[config.mk]
export PLATFORM = sky130hd
export DESIGN_NAME = mmio_responder
export DESIGN_NICKNAME = d
export VERILOG_FILES = /design/src/rtl/mmio_responder.sv
export SDC_FILE = /design/constraint.sdc
export NUM_CORES = 1
export LEC_CHECK = 0
export ABC_AREA = 1
export BUFFER_PORTS_ARGS = -buffer_cell sky130_fd_sc_hd__buf_4
export CAP_MARGIN = 20
export CELL_PAD_IN_SITES_DETAIL_PLACEMENT = 0
export CELL_PAD_IN_SITES_GLOBAL_PLACEMENT = 1
export CORE_MARGIN = 8
export CORE_UTILIZATION = 38
export DETAILED_ROUTE_END_ITERATION = 7
export MAX_ROUTING_LAYER = met4
export PLACE_DENSITY_LB_ADDON = 0.1
export RECOVER_POWER = 25
export SYNTH_ARGS = -nofsm -noshare
export SYNTH_HDL_FRONTEND = slang
export SYNTH_SLANG_ARGS = --single-unit
[constraint.sdc]
create_clock -name clk -period 2 [get_ports clk]
set_clock_uncertainty 0.2 [all_clocks]
set_input_delay 0.1 -clock clk [delete_from_list [all_inputs] [get_ports clk]]
set_output_delay 0.1 -clock clk [all_outputs]
set_load 0.01 [all_outputs]
[src/rtl/mmio_responder.sv]
// mmio_responder
//   Memory-mapped I/O slave for a small CPU bus. Provides an 8-bit LED
//   register, synchronized slide-switch readback, sticky key-press flags
//   (clear-on-read) and a free-running 16-bit cycle counter that the CPU
//   can preload.
//
// Ports
//   clk         single clock, all state changes on its rising edge
//   reset       asynchronous, active-high reset
//   mem_cmd     2'b00 none, 2'b01 MREAD, 2'b10 MWRITE, 2'b11 none
//   mem_addr    9-bit bus address
//   write_data  16-bit store data
//   SW          raw asynchronous slide switches
//   KEY_n       raw asynchronous push buttons, active-low
//   read_data   combinational load data (zero unless a mapped MREAD)
//   io_hit      high while the current MREAD targets a mapped address
//   LEDR        LED register contents
module mmio_responder #(
    parameter logic [8:0] LED_ADDR = 9'h100,
    parameter logic [8:0] SW_ADDR  = 9'h140,
    parameter logic [8:0] KEY_ADDR = 9'h141,
    parameter logic [8:0] CNT_ADDR = 9'h142
) (
    input  logic        clk,
    input  logic        reset,
    input  logic [1:0]  mem_cmd,
    input  logic [8:0]  mem_addr,
    input  logic [15:0] write_data,
    input  logic [9:0]  SW,
    input  logic [1:0]  KEY_n,
    output logic [15:0] read_data,
    output logic        io_hit,
    output logic [7:0]  LEDR
);

    localparam logic [1:0] CMD_READ  = 2'b01;
    localparam logic [1:0] CMD_WRITE = 2'b10;

    logic        is_read;
    logic        is_write;
    logic        wr_led;
    logic        wr_cnt;
    logic        rd_key;

    logic [9:0]  sw_s1;
    logic [9:0]  sw_s2;
    logic [1:0]  key_s1;
    logic [1:0]  key_s2;
    logic [1:0]  key_hist;
    logic [1:0]  press;
    logic [1:0]  pressed;
    logic [15:0] counter;

    assign is_read  = (mem_cmd == CMD_READ);
    assign is_write = (mem_cmd == CMD_WRITE);
    assign wr_led   = is_write && (mem_addr == LED_ADDR);
    assign wr_cnt   = is_write && (mem_addr == CNT_ADDR);
    assign rd_key   = is_read  && (mem_addr == KEY_ADDR);

    // Active-low buttons: a press is the synchronized level going 1 -> 0.
    assign press = key_hist & ~key_s2;

    always_ff @(posedge clk or posedge reset) begin
        if (reset) begin
            sw_s1 <= '0;
            sw_s2 <= '0;
        end else begin
            sw_s1 <= SW;
            sw_s2 <= sw_s1;
        end
    end

    // Key pipeline resets to "released" so deasserting reset cannot
    // look like a falling edge.
    always_ff @(posedge clk or posedge reset) begin
        if (reset) begin
            key_s1   <= 2'b11;
            key_s2   <= 2'b11;
            key_hist <= 2'b11;
        end else begin
            key_s1   <= KEY_n;
            key_s2   <= key_s1;
            key_hist <= key_s2;
        end
    end

    // Clear-on-read, but a press detected in the same cycle survives.
    always_ff @(posedge clk or posedge reset) begin
        if (reset) begin
            pressed <= 2'b00;
        end else begin
            pressed <= (rd_key ? 2'b00 : pressed) | press;
        end
    end

    always_ff @(posedge clk or posedge reset) begin
        if (reset) begin
            LEDR <= 8'h00;
        end else if (wr_led) begin
            LEDR <= write_data[7:0];
        end
    end

    always_ff @(posedge clk or posedge reset) begin
        if (reset) begin
            counter <= 16'h0000;
        end else if (wr_cnt) begin
            counter <= write_data;
        end else begin
            counter <= counter + 16'h0001;
        end
    end

    always_comb begin
        read_data = 16'h0000;
        io_hit    = 1'b0;
        if (is_read) begin
            case (mem_addr)
                LED_ADDR: begin
                    read_data = {8'h00, LEDR};
                    io_hit    = 1'b1;
                end
                SW_ADDR: begin
                    read_data = {6'b000000, sw_s2};
                    io_hit    = 1'b1;
                end
                KEY_ADDR: begin
                    read_data = {14'b0, pressed};
                    io_hit    = 1'b1;
                end
                CNT_ADDR: begin
                    read_data = counter;
                    io_hit    = 1'b1;
                end
                default: begin
                    read_data = 16'h0000;
                    io_hit    = 1'b0;
                end
            endcase
        end
    end

endmodule

== After elaboration in Yosys (flattened, before gate mapping) ==
Cells that the tools add are included.

* Input bits: 41
* Output and inout port bits: 25
* Logic and storage cells: 28
* Bits in registers: 52

* Multiplexer cells: 6
* Add/subtract/negate cells: 1
* Eq/ne operators: 6
* Bitwise logic cells: 3
* Reduce and logical (&&, ||, !) cells: 4

{| class="wikitable"
|+ Operators with widths
! operator !! count
|-
| one-hot mux 16 bit (4 select lines) || 1
|-
| equality test 9 bit (second input constant) || 4
|-
| 2-to-1 mux 16 bit || 2
|-
| adder 16 x 1 -> 16 bit (second input constant) || 1
|-
| OR reduction 4 bit || 1
|-
| logical AND 1 bit || 3
|-
| bitwise AND 2 bit || 1
|-
| equality test 2 x 1 -> 1 bit (second input constant) || 1
|-
| equality test 2 bit (second input constant) || 1
|-
| 2-to-1 mux 1 bit || 2
|-
| 2-to-1 mux 2 bit || 1
|-
| inverter 2 bit || 1
|-
| bitwise OR 2 bit || 1
|}

== Logic depth before layout (Yosys ltp) ==
Gate-level depths: netlist of the first run.

* Depth in word-level cells: 4
* Depth in mapped cells: 9
* Mapped depth without buffers: 9

== Least setup slack after synthesis of the first run ==
OpenSTA, ideal clock, no wires.

* Kind: register to register
* From: register counter[0]
* To: register counter[10]
* Clock period less this slack: 1.480 ns
* Data required time: 1.735 ns
* Setup slack: 0.520 ns
* Setup time: 0.065 ns
* Buffers on the path: 0
* Cell stages (with the launch flop): 9
* Arrival time: 1.215 ns
* Path through: dfrtp_1 > ha_1 > inv_1 > nor2_4 > nand2_2 > nor2_4 > xor2_1 > nand2_1 > nand2_1

* Longest elaborated chain between the ends: 2

{| class="wikitable"
|+ RTL lines
! element !! line !! RTL
|-
| start, declared || 52 || <nowiki>logic [15:0] counter;</nowiki>
|-
| start signal, assigned || 108 || <nowiki>counter <= write_data;</nowiki>
|-
| start signal, assigned || 110 || <nowiki>counter <= counter + 16'h0001;</nowiki>
|-
| adder 16 x 1 -> 16 bit || 110 ||
|-
| 2-to-1 mux 16 bit || 107 || <nowiki>end else if (wr_cnt) begin</nowiki>
|}

Every way passes these cells.
A chain may end at the register's enable or synchronous reset.

== Final worst setup path of the first run ==
* From: input port mem_cmd[0]
* To: output port read_data[4]

* Longest elaborated chain between the ends: 2

{| class="wikitable"
|+ RTL lines
! element !! line !! RTL
|-
| start, declared || 26 || <nowiki>input logic [1:0] mem_cmd,</nowiki>
|-
| equality test 2 x 1 -> 1 bit || 54 || <nowiki>assign is_read = (mem_cmd == CMD_READ);</nowiki>
|-
| 2-to-1 mux 16 bit || 117 || <nowiki>if (is_read) begin</nowiki>
|-
| end, declared || 31 || <nowiki>output logic [15:0] read_data,</nowiki>
|}

Every way passes these cells.

==> run_results.csv, run 1 <==
group,metric,value,unit
pwr,power_density,630.5,mW/mm²
timing,max_freq,0.5512,GHz
synthesis,syn_area,0.002557,mm²
timing,rsz0062_at_grt,"no",
worst_setup_path,max_stage_delay,0.54,ns
worst_setup_path,ff2ff_setup_slack,0.32,ns
clock_tree,cts_buffer_depth,2,
synthesis,synthFlopType,"dfrtp_1",
worst_hold_path,hold_class,"primary input to register",
clock_tree,cts.sinks,52,
finish,diodes,0,
timing,period_needed,1.814,ns
pwr,power.internal,1.582,mW
floorplan,die_h,98.04,µm
timing,tightest_slew,1.142,ns
synthesis,ys_warn_count,0,
synthesis,yosysSeqAreaShare,0.5117,
drt,vias,2229,
timing,setup_viol,0,
timing,relSlewSlack,0.2385,
synthesis,netlist_top_cells_count,"nand2_1 (62), dfrtp_1 (46), inv_1 (43), nor2_1 (36), nand3_1 (34)",
drt,viasPerCell,4.605,
finish,drive_above_1_share,0.2847,
worst_setup_path,reg2reg_to,"counter[10]",
worst_setup_path,end_kind,"output port",
worst_setup_path,crit_chain,"dlygate4sd3_1 -> buf_4 -> nand2_1 -> inv_1 -> nand2_1 -> nor2_1 -> buf_4",
worst_setup_path,cp-startpoint,"mem_cmd[0]",
worst_setup_path,worst-path-buf-inv,4,
global_routing,antenna_found_initial,0,
clock_tree,numCtsBuffers,5,
drt,drt_iter0_drc,85,
synthesis,netlist.top_cell.by_area,"dfrtp_1",
timing,post-route-period-util,0.9072,
synthesis,synthCells,303,
floorplan,io_pins,66,
global_routing,grt_pass1_vias,2310,
finish,final_cells,484,
synthesis,yosysMostFrequentCell,"nand2_1",
timing,hold_violations,0,
pwr,switching_power,0.6322,mW
global_routing,grt_pass1_wl,11.10,mm
synthesis,synth.area.top_cells,"dfrtp_1 (45%), nand2_1 (9.1%), nand3_1 (6.7%)",
pwr,vdd_drop_max,0.0002928,V
flow_run,drv_cap,0,
global_routing,grt_overflow,0,
worst_setup_path,cp.required,1.70,ns
floorplan,die-area,0.009611,mm²
worst_hold_path,hold_end,"LEDR[0]",
worst_setup_path,r2r_cells,8,
placement,dp_cells,446,
drt,wl_per_cell,13.36,µm
pwr,power_frac_comb,0.160,
placement,dpl.hpwl,4.820,mm
clock_tree,cts_setup_buffers,0,
floorplan,initial_core_util,0.3849,
worst_setup_path,critPathLaunchType,"primary input",
synthesis,synth_top_cell_area_share,0.4501,
worst_hold_path,hold_start,"mem_cmd[1]",
finish,layout.nets,445,
pwr,clkPwrFrac,0.277,
outcome,status,"complete, no violations",
floorplan,die_w,98.04,µm
drt,final_antenna_net_count,0,
synthesis,ys_ff_latch,52,
timing,drv_slew,0,
worst_setup_path,r2r_start,"counter[0]",
worst_hold_path,hold_depth,5,
finish,area_growth,37.33,%
worst_setup_path,cp_max_fo,11,
worst_setup_path,worstPathArrival,1.51,ns
synthesis,postSynthAreaPerCell,8.440,µm²
global_routing,grt_usage,0.1459,
drt,drc,0,
timing,tns,0,ns
synthesis,synthArstFlopShare,1.000,
worst_setup_path,slowest_stage,"dlygate4sd3_1",
worst_setup_path,path_delay_family,"buffers and inverters",
placement,gp_congestion,0.8047,
finish,nFillCells,662,
synthesis,synth_nets,345,
pwr,p_seq_frac,0.563,
clock_tree,root_buffer,"clkbuf_8",
clock_tree,clk_latency,0.31,ns
drt,dr.pass1.iters,4,
global_routing,grt_max_degree,53,
floorplan,coreArea,0.006644,mm²
synthesis,synth-edff-count,0,
drt,wl,6.464,mm
synthesis,synth_cell_types,26,
clock_tree,cts_tree,"built",
worst_setup_path,worst-setup-path-type,"primary input to output port",
pwr,p_sw_frac,0.2855,
clock_tree,h-tree-depth,2,
finish,fin_util,0.5286,
placement,portBuffers,65,
pwr,cellLeakagePower,1.755,nW
clock_tree,cts.reportedPaths.clkPinSlew,0.09,ns
floorplan,rows,30,
==> cell families (layout without fill, tap and decap cells) <==
family / count (synthesis) / after routing / share of synthesized area
compound gates: 29 / 29 / 0.06849
xor+xnor: 6 / 6 / 0.02055
fa+ha+maj: 1 / 1 / 0.004892
buf+inv: 55 / 156 / 0.09393
flops: 52 / 52 / 0.5117
simple gates: 160 / 160 / 0.3004
==> timing repair <==
| action | 4_1_cts | 5_1_grt |
|---|---|---|
| hold buffers | 30 | 0 |
| resized for setup | 0 | 0 |
| hold endpoints to repair | 88 | 0 |
==> metrics by stage <==
| step | hold WS, ns | worst slack (ns) | power (mW) | cell area [µm²] |
|---|---|---|---|---|
| 5_1_grt | 0.03233 | 0.06893 | 2.338 | 3512 |
| 4_1_cts | 0.006240 | 0.1611 | 2.261 | 3527 |
| 3_5_place_dp | -0.02335 | 0.3244 | 1.586 | 3137 |
| 3_3_place_gp | -0.02438 | 0.3327 | 1.582 | 3137 |
| 2_1_floorplan | -0.09552 | 0.4521 | 1.447 | 2557 |
| 6_report | 0.01092 | 0.1857 | 2.214 | 3512 |
==> cells in the final DEF, fill, tap and decap left out, types with 8 or more instances in the layout <==
cell type	Yosys	final
dlygate4sd3_1	0	30
inv_1	43	43
nor3_1	8	8
nand2_2	9	9
dfrtp_1	46	46
clkbuf_4	0	13
o21ai_1	8	8
nand3_1	34	34
nand2_1	62	62
nor2_1	36	36
o21ai_0	12	12
buf_4	2	56
==> cell type report <==
type                    instances  area [µm²]  area share
well taps                      80       100.1     0.02850
flip-flops and latches         52        1309      0.3726
multi-input cells             196        1008      0.2871
repair buffers                100       823.3      0.2344
inverters                      48       181.4     0.05166
clock buffers                   5       68.82     0.01959
clock inverters                 3       21.27    0.006056
==> worst max-delay path by stage <==
| stage | to | slack [ns] | cells after the start |
|---|---|---|---|
| detailed placement | read_data[8] | 0.32 | 9 |
| global route | read_data[5] | 0.07 | 7 |
| floorplan | LEDR[0] | 0.45 | 1 |
| CTS | read_data[0] | 0.16 | 7 |
| global placement | read_data[7] | 0.33 | 12 |
| finish | read_data[4] | 0.19 | 7 |
==> state kept, by name, indices dropped and copies added (netlist names) <==
register and flops:
LEDR 8, counter 16, key_hist 2, key_s1 2
key_s2 2, pressed 2, sw_s1 10, sw_s2 10
==> layer usage <==
layer,GRT usage,routed length (µm),up-vias
met1,0.1869,3085,1018
met4,0.04916,93,0
met3,0.02703,328,7
li1,-,-,1138
met5,-,0,-
met2,0.2266,2956,66
==> power by group through the flow <==
stage                     logic [mW]  clock network [mW]  registers [mW]
final                          0.355               0.613            1.25
after floorplan                0.206                   0            1.24
after detailed placement       0.317                   0            1.27
after global routing           0.404               0.671            1.26
after global placement         0.315                   0            1.27
after CTS                      0.366               0.646            1.25
==> worst min-delay path: cells and delay by family <==
kind	cells	cell delay (ns)
simple gates	3	0.18
buf+inv	2	0.21
(Power assumes the default switching activity.)
==> run 2, diff against run 1 <==
--- a/config.mk
+++ b/config.mk
@@ -5,13 +5,12 @@
 export SDC_FILE = /design/constraint.sdc
 export NUM_CORES = 1
 export LEC_CHECK = 0
-export ABC_AREA = 1
 export BUFFER_PORTS_ARGS = -buffer_cell sky130_fd_sc_hd__buf_4
 export CAP_MARGIN = 20
 export CELL_PAD_IN_SITES_DETAIL_PLACEMENT = 0
 export CELL_PAD_IN_SITES_GLOBAL_PLACEMENT = 1
 export CORE_MARGIN = 8
-export CORE_UTILIZATION = 38
+export CORE_UTILIZATION = 39
 export DETAILED_ROUTE_END_ITERATION = 7
 export MAX_ROUTING_LAYER = met4
 export PLACE_DENSITY_LB_ADDON = 0.1
==> run_results.csv, run 2 <==
group,metric,value,unit
outcome,status,"complete, no violations",
placement,dpl.hpwl,3.986,mm
clock_tree,cts_tree,"built",
worst_setup_path,worstPathArrival,1.85,ns
worst_setup_path,ff2ff_setup_slack,0.18,ns
synthesis,synthFlopType,"dfrtp_1",
global_routing,grt_pass1_vias,1898,
pwr,p_seq_frac,0.564,
timing,tightest_slew,0.7988,ns
synthesis,ys_warn_count,0,
placement,dp_cells,338,
synthesis,synth_compound_area_frac,0.06957,
worst_setup_path,r2r_start,"counter[0]",
worst_setup_path,cp-startpoint,"counter[0]",
timing,hold_violations,0,
synthesis,synth-edff-count,0,
global_routing,use_met1,0.1801,
global_routing,met3_usage,0.03749,
clock_tree,cts.reportedPaths.clkPinSlew,0.09,ns
finish,nFillCells,500,
timing,tns,0,ns
global_routing,grt_pass1_wl,9.142,mm
timing,holdWs,0.1322,ns
synthesis,yosysMostFrequentCell,"dfrtp_1",
clock_tree,h-tree-depth,2,
global_routing,grt_max_degree,33,
finish,layout_commonest_cell,"buf_4",
pwr,cellLeakagePower,1.518,nW
clock_tree,cts_setup_buffers,0,
clock_tree,cts.sinks,52,
pwr,switching_power,0.5754,mW
drt,final_antenna_net_count,0,
finish,area_growth,44.62,%
synthesis,synth-xor-area-share,0.05411,
worst_setup_path,endpoint,"counter[12]",
synthesis,synth_simple_gate_area_frac,0.1728,
synthesis,postSynthAreaPerCell,11.33,µm²
placement,place_ws,0.1853,ns
floorplan,die_w,92.23,µm
worst_setup_path,cp_max_fo,4,
worst_setup_path,worst-setup-path-type,"register to register",
worst_setup_path,critPathLaunchType,"register",
synthesis,synth_top_cell_area_share,0.5080,
worst_hold_path,hold_class,"primary input to register",
synthesis,yosysSeqAreaShare,0.5776,
clock_tree,cts_buffer_depth,2,
drt,drt_iter0_drc,64,
finish,final_cells,376,
worst_setup_path,end_kind,"register",
floorplan,die_h,92.23,µm
clock_tree,hold_buffers,30,
timing,post-route-period-util,0.9076,
drt,vias,1798,
clock_tree,clk_latency,0.30,ns
drt,wl_per_cell,14.72,µm
timing,drv_slew,0,
synthesis,synthArstFlopShare,1.000,
timing,worst_slack,0.1847,ns
finish,layout.nets,345,
global_routing,met2_usage,0.2008,
flow_run,drv_cap,0,
finish,drive_above_1_share,0.3520,
floorplan,rows,27,
finish,largest-register,"counter",
global_routing,top_usage_layer,"met2",
finish,layout_common_cells,"buf_4 (59), dfrtp_1 (46), dlygate4sd3_1 (30), nor2_1 (26)",
global_routing,grt_overflow,0,
floorplan,coreArea,0.005574,mm²
clock_tree,root_buffer,"clkbuf_8",
pwr,p_sw_frac,0.2589,
drt,drc,0,
synthesis,synthMuxAreaShare,0.09221,
synthesis,netlist_top_cells_count,"dfrtp_1 (46), nor2_1 (26), a21oi_1 (15), mux2_2 (15), nand2_1 (11)",
synthesis,synthCells,200,
timing,rsz0062_at_grt,"no",
floorplan,io_pins,66,
synthesis,syn_area,0.002266,mm²
finish,diodes,0,
timing,setup_viol,0,
global_routing,grt_usage,0.1374,
finish,largest_reg_flops,16,
worst_setup_path,cp.required,2.03,ns
pwr,vdd_drop_max,0.0003681,V
pwr,power_frac_comb,0.159,
synthesis,synth_nets,242,
synthesis,synth_cell_types,32,
clock_tree,cts_resized,0,
floorplan,die-area,0.008505,mm²
drt,viasPerCell,4.782,
pwr,power.internal,1.647,mW
floorplan,initial_core_util,0.4065,
placement,gp_congestion,0.8190,
finish,reg_top3,"counter (16), sw_s1 (10), sw_s2 (10)",
pwr,clkPwrFrac,0.276,
worst_setup_path,reg2reg_to,"counter[12]",
synthesis,synth_fa_ha_area_frac,0.01049,
drt,dr.pass1.iters,4,
drt,wl,5.533,mm
global_routing,antenna_found_initial,0,
synthesis,netlist.top_cell.by_area,"dfrtp_1",
pwr,finalPower,2.223,mW
synthesis,synth.area.top_cells,"dfrtp_1 (51%), mux2_2 (7.5%), dfstp_2 (7.0%)",
timing,max_freq,0.5509,GHz
placement,portBuffers,65,
timing,relSlewSlack,0.4669,
synthesis,ys_ff_latch,52,
pwr,power_density,678.3,mW/mm²
clock_tree,numCtsBuffers,5,
timing,period_needed,1.815,ns
synthesis,synth_top_family_by_area,"simple AND/OR/NAND/NOR gates",
worst_setup_path,r2r_cells,6,
-- run 2: how the worst min path moves through the flow --
stage | start | end | cells after the start
after floorplan | KEY_n[0] | key_s1[0] | 0
after global placement | reset | sw_s1[4] | 2
after detailed placement | reset | sw_s1[4] | 2
after CTS | mem_addr[6] | counter[1] | 3
after global routing | mem_addr[6] | counter[1] | 3
final | mem_addr[6] | counter[0] | 4
-- run 2: stage by stage --
step	instance area (µm²)	util
6_report	3277	0.5879
5_1_grt	3277	0.5879
4_1_cts	3277	0.5879
3_5_place_dp	2883	0.5172
3_3_place_gp	2883	0.5172
2_1_floorplan	2266	-
-- run 2: cells by family (layout without fill, tap and decap cells) --
group | Yosys count | after routing
muxes | 19 | 19
AOI/OAI and AO/OA | 27 | 27
DFF | 52 | 52
and+or+nand+nor | 74 | 74
xor gates and xnor gates | 14 | 14
buffers and inverters | 12 | 116
adders and majority gates | 2 | 2
-- run 2: routing by layer --
metal | share of wire | vias to the layer above
li1 | - | 890
met1 | 0.48 | 843
met2 | 0.45 | 59
met3 | 0.059 | 6
met4 | 0.011 | 0
met5 | 0 | -
-- run 2: power by group through the flow --
stage	Combinational, mW	Clock (mW)	Sequential [mW]
4_1_cts	0.358	0.638	1.25
6_report	0.354	0.614	1.25
3_5_place_dp	0.308	0	1.28
3_3_place_gp	0.309	0	1.27
2_1_floorplan	0.203	0	1.25
5_1_grt	0.394	0.679	1.27
-- run 2: area by class of cell --
type	instances	area (µm²)	area share
clock buffers	7	86.33	0.02635
clock inverters	1	7.507	0.002291
inverters	5	18.77	0.005727
multi-input cells	136	904.6	0.2761
flip-flops and latches	52	1309	0.3994
well taps	72	90.09	0.02749
repair buffers	103	860.8	0.2627
-- run 2: worst max-delay path: stages (launching register included) --
cell	delay, ns
dfrtp_1	0.39
ha_1	0.23
nand2_1	0.10
nor4_2	0.38
nand4_1	0.16
xor2_1	0.16
a21oi_1	0.13
